[src/rtl/reg_file_operand_stage.sv]
// Register file feeding the ALU operand latches, with write-through bypass
// and a captured ALU flag register. R0 has no storage and reads as zero.
module reg_file_operand_stage #(
  parameter int DATA_W = 16,
  parameter int ADDR_W = 2
) (
  input  logic              Clock,
  input  logic              Reset,
  input  logic              RegWrite,
  input  logic [ADDR_W-1:0] WriteReg,
  input  logic [DATA_W-1:0] WriteData,
  input  logic              ReadEn,
  input  logic [ADDR_W-1:0] ReadReg1,
  input  logic [ADDR_W-1:0] ReadReg2,
  output logic [DATA_W-1:0] A,
  output logic [DATA_W-1:0] B,
  output logic              OpValid,
  input  logic              FlagWrite,
  input  logic              Zero,
  input  logic              Overflow,
  input  logic              CarryOut,
  output logic              FlagZ,
  output logic              FlagV,
  output logic              FlagC
);

  localparam int NREG = 1 << ADDR_W;

  logic [DATA_W-1:0] regs_r [1:NREG-1];
  logic              wr_en_s;
  logic [DATA_W-1:0] rd1_s;
  logic [DATA_W-1:0] rd2_s;
  logic [DATA_W-1:0] a_r;
  logic [DATA_W-1:0] b_r;
  logic              op_valid_r;
  logic              flag_z_r;
  logic              flag_v_r;
  logic              flag_c_r;

  // Qualify the write port; writes aimed at R0 are discarded here.
  always_comb begin
    wr_en_s = RegWrite && (WriteReg != {ADDR_W{1'b0}});
  end

  // Operand selection: R0 -> zero, a same-cycle write to the source bypasses storage.
  always_comb begin
    rd1_s = {DATA_W{1'b0}};
    rd2_s = {DATA_W{1'b0}};
    for (int i = 1; i < NREG; i++) begin
      rd1_s = (ReadReg1 == ADDR_W'(i)) ? regs_r[i] : rd1_s;
      rd2_s = (ReadReg2 == ADDR_W'(i)) ? regs_r[i] : rd2_s;
    end
    if (wr_en_s && (WriteReg == ReadReg1)) begin
      rd1_s = WriteData;
    end else begin
      rd1_s = rd1_s;
    end
    if (wr_en_s && (WriteReg == ReadReg2)) begin
      rd2_s = WriteData;
    end else begin
      rd2_s = rd2_s;
    end
  end

  // Register storage for R1 and up.
  always_ff @(posedge Clock) begin
    for (int i = 1; i < NREG; i++) begin
      if (Reset) begin
        regs_r[i] <= {DATA_W{1'b0}};
      end else if (wr_en_s && (WriteReg == ADDR_W'(i))) begin
        regs_r[i] <= WriteData;
      end
    end
  end

  // Operand latches and the one-cycle valid strobe.
  always_ff @(posedge Clock) begin
    if (Reset) begin
      a_r        <= {DATA_W{1'b0}};
      b_r        <= {DATA_W{1'b0}};
      op_valid_r <= 1'b0;
    end else begin
      op_valid_r <= ReadEn;
      if (ReadEn) begin
        a_r <= rd1_s;
        b_r <= rd2_s;
      end
    end
  end

  // ALU flag capture, independent of the register write port.
  always_ff @(posedge Clock) begin
    if (Reset) begin
      flag_z_r <= 1'b0;
      flag_v_r <= 1'b0;
      flag_c_r <= 1'b0;
    end else if (FlagWrite) begin
      flag_z_r <= Zero;
      flag_v_r <= Overflow;
      flag_c_r <= CarryOut;
    end
  end

  assign A       = a_r;
  assign B       = b_r;
  assign OpValid = op_valid_r;
  assign FlagZ   = flag_z_r;
  assign FlagV   = flag_v_r;
  assign FlagC   = flag_c_r;

endmodule

[config.mk]
export PLATFORM = sky130hd
export DESIGN_NAME = reg_file_operand_stage
export DESIGN_NICKNAME = d
export VERILOG_FILES = /design/src/rtl/reg_file_operand_stage.sv
export SDC_FILE = /design/constraint.sdc
export NUM_CORES = 1
export LEC_CHECK = 0
export BUFFER_PORTS_ARGS = -buffer_cell sky130_fd_sc_hd__clkbuf_2
export CAP_MARGIN = 20
export CELL_PAD_IN_SITES_DETAIL_PLACEMENT = 1
export CELL_PAD_IN_SITES_GLOBAL_PLACEMENT = 2
export CORE_MARGIN = 2
export CORE_UTILIZATION = 37
export CTS_BUF_LIST = sky130_fd_sc_hd__clkbuf_4
export CTS_CLUSTER_DIAMETER = 120
export CTS_CLUSTER_SIZE = 25
export DETAILED_ROUTE_END_ITERATION = 8
export PLACE_DENSITY_LB_ADDON = 0.1
export SETUP_SLACK_MARGIN = 0.4
export SYNTH_ARGS = -nofsm -noshare
export SYNTH_HDL_FRONTEND = slang
export SYNTH_SLANG_ARGS = --single-unit
[constraint.sdc]
create_clock -name Clock -period 2.51 [get_ports Clock]
set_input_delay 0.502 -clock Clock [delete_from_list [all_inputs] [get_ports Clock]]
set_output_delay 0.502 -clock Clock [all_outputs]
set_load 0.02 [all_outputs]
After elaboration in Yosys (flattened, before gate mapping). Memories as Yosys holds them, arrays and structs flattened. Cells that the tools add are included.

Logic and storage cells: 50. Bits of input ports: 30. Bits in writable memories: 48. Memories kept: 1. Output and inout port bits: 36. Flip-flop bits (word level): 36.

Reduce and logical (&&, ||, !) cells: 7. Bitwise logic cells: 3. Equality and inequality tests: 11. Mux-type cells: 22.

Memory list: regs_r (words 3, bits a word 16, read ports 3, clocked after Yosys merged registers in 0, write ports 3, line 29) `logic [DATA_W-1:0] regs_r [1:NREG-1];`.

Operators by type and width (number): 16-bit two-way mux (11); 2-bit equality test, second input constant (6); 1-bit two-way mux (11); 2-bit by 1-bit equality test with 1-bit output, second input constant (3); 1-bit logical AND (6); 2-bit equality test (2); 1-bit bitwise OR (3); 2-bit nonzero test (1).

Depth between registers and ports, before layout. Gate-level depths: netlist (run 1).

Depth in word-level cells: 7. Mapped depth: 6. Mapped depth without buffers: 4.

Worst setup path before layout (run 1). No wires, ideal clock.

Path type: input -> register. Start: input port RegWrite. End: register regs_r[0][48] (netlist name). Slack: 0.151 ns. Required time: 2.118 ns. Stages on the path: 4. Data arrival time: 1.967 ns. Buffers on the path: 2. Cells stage by stage: clkbuf_1 clkbuf_1 inv_1 o21bai_1.

RTL lines: from (decl) (line 9) `input logic RegWrite,`.

Worst setup path in the final report (run 1).
Start: register a_r[0], in the netlist A[0]. End: output port A[0].

RTL lines: from (decl) (line 33) `logic [DATA_W-1:0] a_r;`; from (signal assigned) (line 79) `a_r <= {DATA_W{1'b0}};`; from (signal assigned) (line 85) `a_r <= rd1_s;`; to (decl) (line 15) `output logic [DATA_W-1:0] A,`.

No word-level cell between the ends.

==> results of run 1 <==
## layout make-up
type                            instances  area, um^2
Clock buffer                            9        67.6
Clock inverter                          7        60.1
Fill cell                            1307        6380
Inverter                               17        63.8
Multi-Input combinational cell        284        1930
Sequential cell                        84        2160
Tap cell                              143         179
Timing Repair Buffer                   90         526
## flip-flops by register name (all words and copies together) (netlist names)
register / count
OpValid: 1
B: 16
FlagZ: 1
FlagC: 1
FlagV: 1
A: 16
regs_r: 48
## power breakdown
part | internal, mW | switching [mW] | leakage, nW
Combinational | 0.199 | 0.310 | 1.14
Clock | 0.219 | 0.562 | 0.0675
Sequential | 1.56 | 0.0525 | 0.768
## logic make-up (layout without fill, tap and decap cells)
| kind of cell | after synthesis | after routing | share of synthesized area |
|---|---|---|---|
| and+or+nand+nor | 143 | 143 | 0.191 |
| AOI/OAI and AO/OA | 104 | 104 | 0.167 |
| DFF | 84 | 84 | 0.503 |
| buffers and inverters | 54 | 123 | 0.0503 |
| muxes | 35 | 35 | 0.0852 |
| xor gates and xnor gates | 2 | 2 | 0.00407 |
## metal layers
metal | track usage | routed length, um | vias up
li1 | - | - | 1660
met1 | 0.287 | 6080 | 1721
met2 | 0.334 | 5840 | 60
met3 | 0.0441 | 484 | 11
met4 | 0.0617 | 159 | 0
met5 | 0 | 0 | -
## cell usage after synthesis (all sizes together)
library cell  number
or3               15
nor2b              4
nand2b            32
dfxtp             36
mux2              13
nor2               5
inv               17
a211o              1
xnor2              2
a22o              12
buf               11
a32o               1
a22oi              1
nor3               2
edfxtp            48
a31o               1
nor3b              2
clkbuf            26
o21bai             1
nand3             16
mux2i             22
and2              48
o221ai            16
o311ai            15
a32oi              2
nand2             17
and3               2
a21o               1
a21oi             53
## path summary, 6_finish.rpt
path,start,to
setup / recovery,A[0],A[0]
hold / removal,Overflow,FlagV
setup reg to reg,regs_r[0][47],B[15]
hold reg to reg,B[4],B[4]
## stage by stage
stage	instance area [um^2]	util
2_1_floorplan	4310	-
3_5_place_dp	4860	0.427
3_3_place_gp	4860	0.427
6_report	4990	0.439
4_1_cts	4980	0.438
5_1_grt	4990	0.439
==> summary.txt, run 1 <==
Synthesis-stage register bit count: 84
GP Congestion: 0.784
Worst-path clk slew: 160 ps
Sequential fraction of the synthesis area: 0.503
Post-synthesis instance area: 4300 um^2
Slew Viols, Final: 0
Final Setup Violations: 0
Peak supply drop: 0.306 mV
Status: finished clean
Synth top area share: 0.335
Largest net degree at the start of global routing: 63
Commonest cells after routing, fill and taps aside: clkbuf_2 (65), a21oi_1 (53), and2_1 (48), edfxtp_1 (48), dfxtp_1 (36)
Largest delay contributor family on the critical path: flip-flops
Worst Setup Start Kind: flip-flop
DRT antenna net count: 0
Die area: 12500 um^2
Hold WC Path Type: input port to flip-flop
Die Ht: 112 um
Final TNS setup: 0 ps
Vias in the first global route: 3608
Wire length per cell: 19.8 um
Mapped Cells: 422
Crit path capture type: output port
Share of cells above drive strength 1: 0.253
Slew @ Worst Pin: 856 ps
Synth warn: 0
Final Skew: 26.3 ps
Starting density of the core: 0.378
Slowest cell on the critical path: dfxtp_1
Final net count: 516
Max clock buf depth: 2
Die Wd: 112 um
Cts-stage hold buffer count: 0
Residual DRC: 0
MaxCap Viol Count: 0
Commonest non-fill, non-tap cell in the layout: clkbuf_2
CP Cell Sequence: clkbuf_2
Period utilization: 0.609
FP Rows: 39
Root Driver: clkbuf_4
Flop2flop setup slack: 1240 ps
GRT Util Overall: 0.209
Top post-synthesis cells by area: edfxtp_1 (34%), dfxtp_1 (17%), and2_1 (7.0%), a21oi_1 (6.2%), mux2i_1 (5.1%)
Hold depth: 3
Cell taking the most area after synthesis: edfxtp_1
CTS buffer count: 9
Critical Path RT: 2010 ps
Core footprint: 11400 um^2
Unique masters post-synth: 33
Max stage delay on crit path: 360 ps
Inserted Diodes: 0
Depth of the most critical reg-to-reg path: 4
WHS: 255 ps
Relative slew slack: 0.425
Final wirelength: 12600 um
Drt via density: 5.44
Total grt overflow: 0
Vias post-DR: 3452
I/O Pins: 66
Clk sinks: 84
Worst Path Arrival: 1030 ps
Final WS setup: 982 ps
Number of detailed-route iterations in the first pass: 4
Fin crit period: 1530 ps
Post-CTS setup buffers: 0
DRT iter0 DRCs: 188
First-pass GRT wire length: 20200 um
Cell Count Post-Placement: 617
Sum of buffers and inverters on the critical path: 1
Achievable frequency: 654 MHz
Port Buffer Count: 65
Syn nets: 452
CP Depth: 1
Pleak: 1.97 nW
Unrepaired setup endpoints after global routing: no
Worst slack at placement: 347 ps
Total power: 2.90 mW
# H-tree levels: 3
PostCTS Resize Cnt: 0
Power density over cell area: 581 nW/um^2
Fin. Hold Viols: 0
Post-route non-filler standard cell count: 634
CTS tree: built
Syn avg cell area: 10.2 um^2
Post-DP HPWL: 8310 um
Clock latency on the worst-skew pair: 490 ps
Crit path kind: flip-flop to output port
Worst-path maximum fanout: 2
Initial antenna violation count: 0
Area growth from synthesis to layout: 16.1%
No activity file was read; power rests on OpenSTA's default activity.
==> run 2: changes to the inputs <==
Settings changed: CORE_UTILIZATION 37 to 34.
Clock period 2.51 ns to 1.3 ns, I/O delays scaled along.
==> run 2 against run 1 <==
Net effect:
- setup slack got worse by 900 ps
- critical path depth unchanged
- via count up 7.6%
- non-clock buffer count is 48 higher
- clock skew fell by 13 ps
- sequential share of layout area down 9.7 points
- flip-flop and latch count unchanged
- wire length increased by 13%
- register-to-register slack worse by 1200 ps
- power grew 130%
- cell area rose by 32%
- utilization rose by 8.8 points
- largest cell class is now multi-input combinational cells
==> summary.txt, run 2 (same netlist as run 1, synthesis figures left out) <==
Clk sinks: 84
Hold depth: 3
Final wirelength: 14200 um
Drt via density: 5.22
Fin crit period: 1220 ps
Fin. Hold Viols: 0
Worst Path Arrival: 960 ps
Flop2flop setup slack: 80 ps
Commonest non-fill, non-tap cell in the layout: buf_4
Critical Path RT: 1040 ps
Number of detailed-route iterations in the first pass: 4
Port Buffer Count: 65
Vias in the first global route: 3760
Worst hold endpoint: FlagZ
Max FFs per register: 48
Share of cells above drive strength 1: 0.478
Final WS setup: 78.0 ps
Core footprint: 12500 um^2
Pleak: 2.59 nW
Clock latency on the worst-skew pair: 460 ps
Worst Setup Start Kind: flip-flop
I/O Pins: 66
DRT iter0 DRCs: 199
Area growth from synthesis to layout: 52.8%
Commonest cells after routing, fill and taps aside: buf_4 (50), and2_1 (48), edfxtp_1 (48), a21oi_1 (38)
Slew Viols, Final: 0
Final instance area: 6570 um^2
GRT Util Overall: 0.220
Die Ht: 116 um
CTS buffer count: 9
Placed cell area: 5440 um^2
Residual DRC: 0
Unrepaired setup endpoints after global routing: yes
Worst-path clk slew: 150 ps
Worst R2R End: A[10]
Vias post-DR: 3714
MaxCap Viol Count: 0
GR met2 Demand/Resource: 0.343
Peak supply drop: 0.446 mV
Final net count: 565
HP Start: Zero
# H-tree levels: 3
Crit path capture type: output port
GP Congestion: 0.806
Worst-path maximum fanout: 2
Largest delay contributor family on the critical path: flip-flops
Largest net degree at the start of global routing: 37
Max clock buf depth: 2
Slew @ Worst Pin: 280 ps
Largest reg by FF count: regs_r
Worst slack at placement: -263 ps
Starting density of the core: 0.345
Crit path kind: flip-flop to output port
Slowest cell on the critical path: dfxtp_2
Sum of buffers and inverters on the critical path: 1
Inserted Diodes: 0
R2R Path Start: regs_r[0][42]
Relative slew slack: 0.811
First-pass GRT wire length: 21900 um
Crit. Startpoint: B[5]
Hold WC Path Type: input port to flip-flop
Post-DP HPWL: 9230 um
Initial antenna violation count: 0
Die area: 13600 um^2
Achievable frequency: 818 MHz
Period utilization: 0.940
Total grt overflow: 0
FP Rows: 41
Final Setup Violations: 0
Die Wd: 116 um
Root Driver: clkbuf_4
CP Cell Sequence: buf_8
Final TNS setup: 0 ps
Gr busiest metal: met2
GR Util met1: 0.321
Met3 Use GR: 0.0270
Max stage delay on crit path: 380 ps
CTS tree: built
Final Skew: 13.2 ps
Status: finished clean
DRT antenna net count: 0
Wire length per cell: 19.9 um
Power density over cell area: 1030 nW/um^2
Depth of the most critical reg-to-reg path: 4
-- run 2: cell count changes in the layout (fill, tap and decap cells not counted), moves of 5 or more --
| cell | before | now |
|---|---|---|
| buf_12 | 1 | 15 |
| a21oi_2 | 0 | 15 |
| buf_8 | 0 | 36 |
| o221ai_1 | 16 | 5 |
| clkbuf_2 | 65 | 22 |
| o221ai_2 | 0 | 10 |
| buf_6 | 0 | 5 |
| dfxtp_2 | 0 | 36 |
| dfxtp_1 | 36 | 0 |
| mux2_2 | 13 | 0 |
| buf_4 | 24 | 50 |
| a21oi_1 | 53 | 38 |
| mux2_4 | 0 | 13 |
-- run 2: cell type report --
| cell class | count | area [um^2] |
|---|---|---|
| clock buffers | 12 | 90.1 |
| clock inverters | 4 | 98.8 |
| fillers | 1340 | 5890 |
| inverters | 17 | 68.8 |
| multi-input cells | 285 | 2330 |
| flip-flops and latches | 84 | 2210 |
| well taps | 172 | 215 |
| repair buffers | 138 | 1560 |
-- run 2: through the flow --
stage / hold slack, ps / power (mW) / util / std cells
after CTS: 10.7 / 6.66 / 0.510 / 701
after detailed placement: 460 / 4.38 / 0.436 / 668
final: 32.4 / 6.74 / 0.527 / 712
after floorplan: 407 / 3.89 / - / 422
after global placement: 458 / 4.35 / 0.436 / 668
after global routing: 45.4 / 7.00 / 0.527 / 712
-- run 2: worst max-delay path by stage --
stage / endpoint / cells after the start
6_report: B[5] / 1
2_1_floorplan: B[10] / 6
3_5_place_dp: B[1] / 6
4_1_cts: B[5] / 1
5_1_grt: B[15] / 4
3_3_place_gp: A[4] / 6
-- run 2: power by group --
group          internal [mW]  switching [mW]  total [mW]
Combinational          0.808           0.755        1.56
Sequential              3.02           0.135        3.16
Clock                   1.04           0.972        2.02
Total                   4.87            1.86        6.74
-- run 2: layer usage --
metal  part of all wire  routed length, um  vias to the layer above
li1                   -                  -                     1767
met1               0.48               6760                     1852
met2               0.47               6660                       80
met3              0.041                575                       15
met4              0.013                181                        0
met5                  0                  0                        -
-- run 2: timing repair --
item,4_1_cts,5_1_grt
cloned,4,0
hold endpoints to repair,0,0
gates resized for setup,146,58
setup endpoints to repair,85,84
buffers inserted,13,11
pin swaps,69,21
hold buffers,0,0
==> run 3: changes to the inputs <==
Settings changed: MAX_ROUTING_LAYER from default to met4.
==> run 3 against run 2 <==
Net effect:
- via count is essentially flat
- die area is the same
- combinational power is essentially flat
- largest power group unchanged
- power is essentially flat
- register-to-register slack is essentially flat
- critical path depth grew 3
- critical endpoint is now A[10]
- hold slack lost 2.8 ps
- global-route usage grew 0.66 points
- cell count is the same
- utilization is the same
- clock power is essentially flat
- non-clock buffer count is the same
==> summary.txt, run 3 (same netlist as run 1, synthesis figures left out) <==
Share of cells above drive strength 1: 0.478
Worst-path maximum fanout: 2
Root Driver: clkbuf_4
Slew @ Worst Pin: 282 ps
Achievable frequency: 815 MHz
Status: finished clean
Drt via density: 5.21
Period utilization: 0.944
CTS tree: built
DRT antenna net count: 0
Fill count: 1340
Placed cell area: 5440 um^2
Residual DRC: 0
Worst Setup Start Kind: flip-flop
Relative slew slack: 0.809
Worst Path Arrival: 1560 ps
Vias post-DR: 3712
Crit path capture type: flip-flop
First-pass GRT wire length: 21800 um
Total grt overflow: 0
Crit path kind: flip-flop to flip-flop
Clk sinks: 84
Starting density of the core: 0.345
Depth of the most critical reg-to-reg path: 4
I/O Pins: 66
Wire length per cell: 19.9 um
Port Buffer Count: 65
Slew Viols, Final: 0
Final instance area: 6570 um^2
Commonest non-fill, non-tap cell in the layout: buf_4
CP Cell Sequence: mux2_4, a22o_1, nand3_2, o311ai_2
Clock latency on the worst-skew pair: 460 ps
Post-route non-filler standard cell count: 712
CTS buffer count: 9
Number of detailed-route iterations in the first pass: 4
Final WS setup: 72.3 ps
Final net count: 565
Die Wd: 116 um
Total power: 6.73 mW
Worst Setup EP: A[10]
Area growth from synthesis to layout: 52.8%
Core footprint: 12500 um^2
Inserted Diodes: 0
Die Ht: 116 um
Vias in the first global route: 3760
Cts-stage hold buffer count: 0
Max stage delay on crit path: 420 ps
Fin crit period: 1230 ps
Peak supply drop: 0.445 mV
Worst R2R End: A[10]
Hold WC Path Type: input port to flip-flop
Crit. Startpoint: regs_r[0][42]
Critical Path RT: 1640 ps
# H-tree levels: 3
Final wirelength: 14200 um
Flop2flop setup slack: 70 ps
Post-DP HPWL: 9230 um
Final Skew: 15.7 ps
Largest net degree at the start of global routing: 37
Initial antenna violation count: 0
Commonest cells after routing, fill and taps aside: buf_4 (50), and2_1 (48), edfxtp_1 (48), a21oi_1 (38)
Die area: 13600 um^2
Max clock buf depth: 2
GP Congestion: 0.818
Pleak: 2.59 nW
MaxCap Viol Count: 0
Slowest cell on the critical path: edfxtp_1
R2R Path Start: regs_r[0][42]
Cell Count Post-Placement: 668
Max FFs per register: 48
Worst slack at placement: -263 ps
GRT Util Overall: 0.226
Largest reg by FF count: regs_r
DRT iter0 DRCs: 188
FP Rows: 41
Final TNS setup: 0 ps
Unrepaired setup endpoints after global routing: yes
Fin. Hold Viols: 0
Final Setup Violations: 0
Worst-path clk slew: 140 ps
Power density over cell area: 1020 nW/um^2
## run 3: cell counts in the layout (fill, tap and decap cells not counted)
No cell type changed its count.
## run 3: worst min-delay path by stage
stage | end | start | slack [ps] | depth (start not counted)
after floorplan | FlagC | CarryOut | 410 | 2
after global placement | B[1] | B[1] | 460 | 2
after detailed placement | B[2] | B[2] | 460 | 2
after CTS | FlagV | Overflow | 10 | 3
after global routing | FlagZ | Zero | 40 | 3
final | FlagZ | Zero | 30 | 3
## run 3: stage by stage
stage | utilization | hold WS, ps
after floorplan | - | 407
after global placement | 0.436 | 458
after detailed placement | 0.436 | 460
after CTS | 0.510 | 10.7
after global routing | 0.527 | 41.0
final | 0.527 | 29.6
## run 3: routing by layer
| metal | track usage | share of wire | up-vias |
|---|---|---|---|
| li1 | - | - | 1771 |
| met1 | 0.322 | 0.49 | 1849 |
| met2 | 0.342 | 0.47 | 78 |
| met3 | 0.0265 | 0.033 | 14 |
| met4 | 0.0643 | 0.013 | 0 |
| met5 | - | 0 | - |
## run 3: timing repair
item / in CTS / in global routing
hold endpoints to repair: 0 / 0
buffers inserted: 13 / 11
cloned: 4 / 0
endpoints found under the setup margin: 85 / 84
gates resized for setup: 146 / 58
pin swaps: 69 / 21
## run 3: final cells by class
cell class	count	area (um^2)	area share
Multi-Input combinational cell	285	2330	0.355
Sequential cell	84	2210	0.336
Clock buffer	12	90.1	0.0137
Tap cell	172	215	0.0327
Timing Repair Buffer	138	1560	0.237
Clock inverter	4	98.8	0.0150
Inverter	17	68.8	0.0105
## run 3: report_power, final
group | total (mW) | internal (mW) | switching, mW
Combinational | 1.56 | 0.808 | 0.754
Sequential | 3.16 | 3.02 | 0.135
Clock | 2.01 | 1.04 | 0.969
## run 3: worst max-delay path, delay by kind of cell (launching register included)
| family | cells | cell delay [ps] |
|---|---|---|
| AOI/OAI and AO/OA | 2 | 320 |
| DFF | 1 | 420 |
| muxes | 1 | 280 |
| and+or+nand+nor | 1 | 80 |
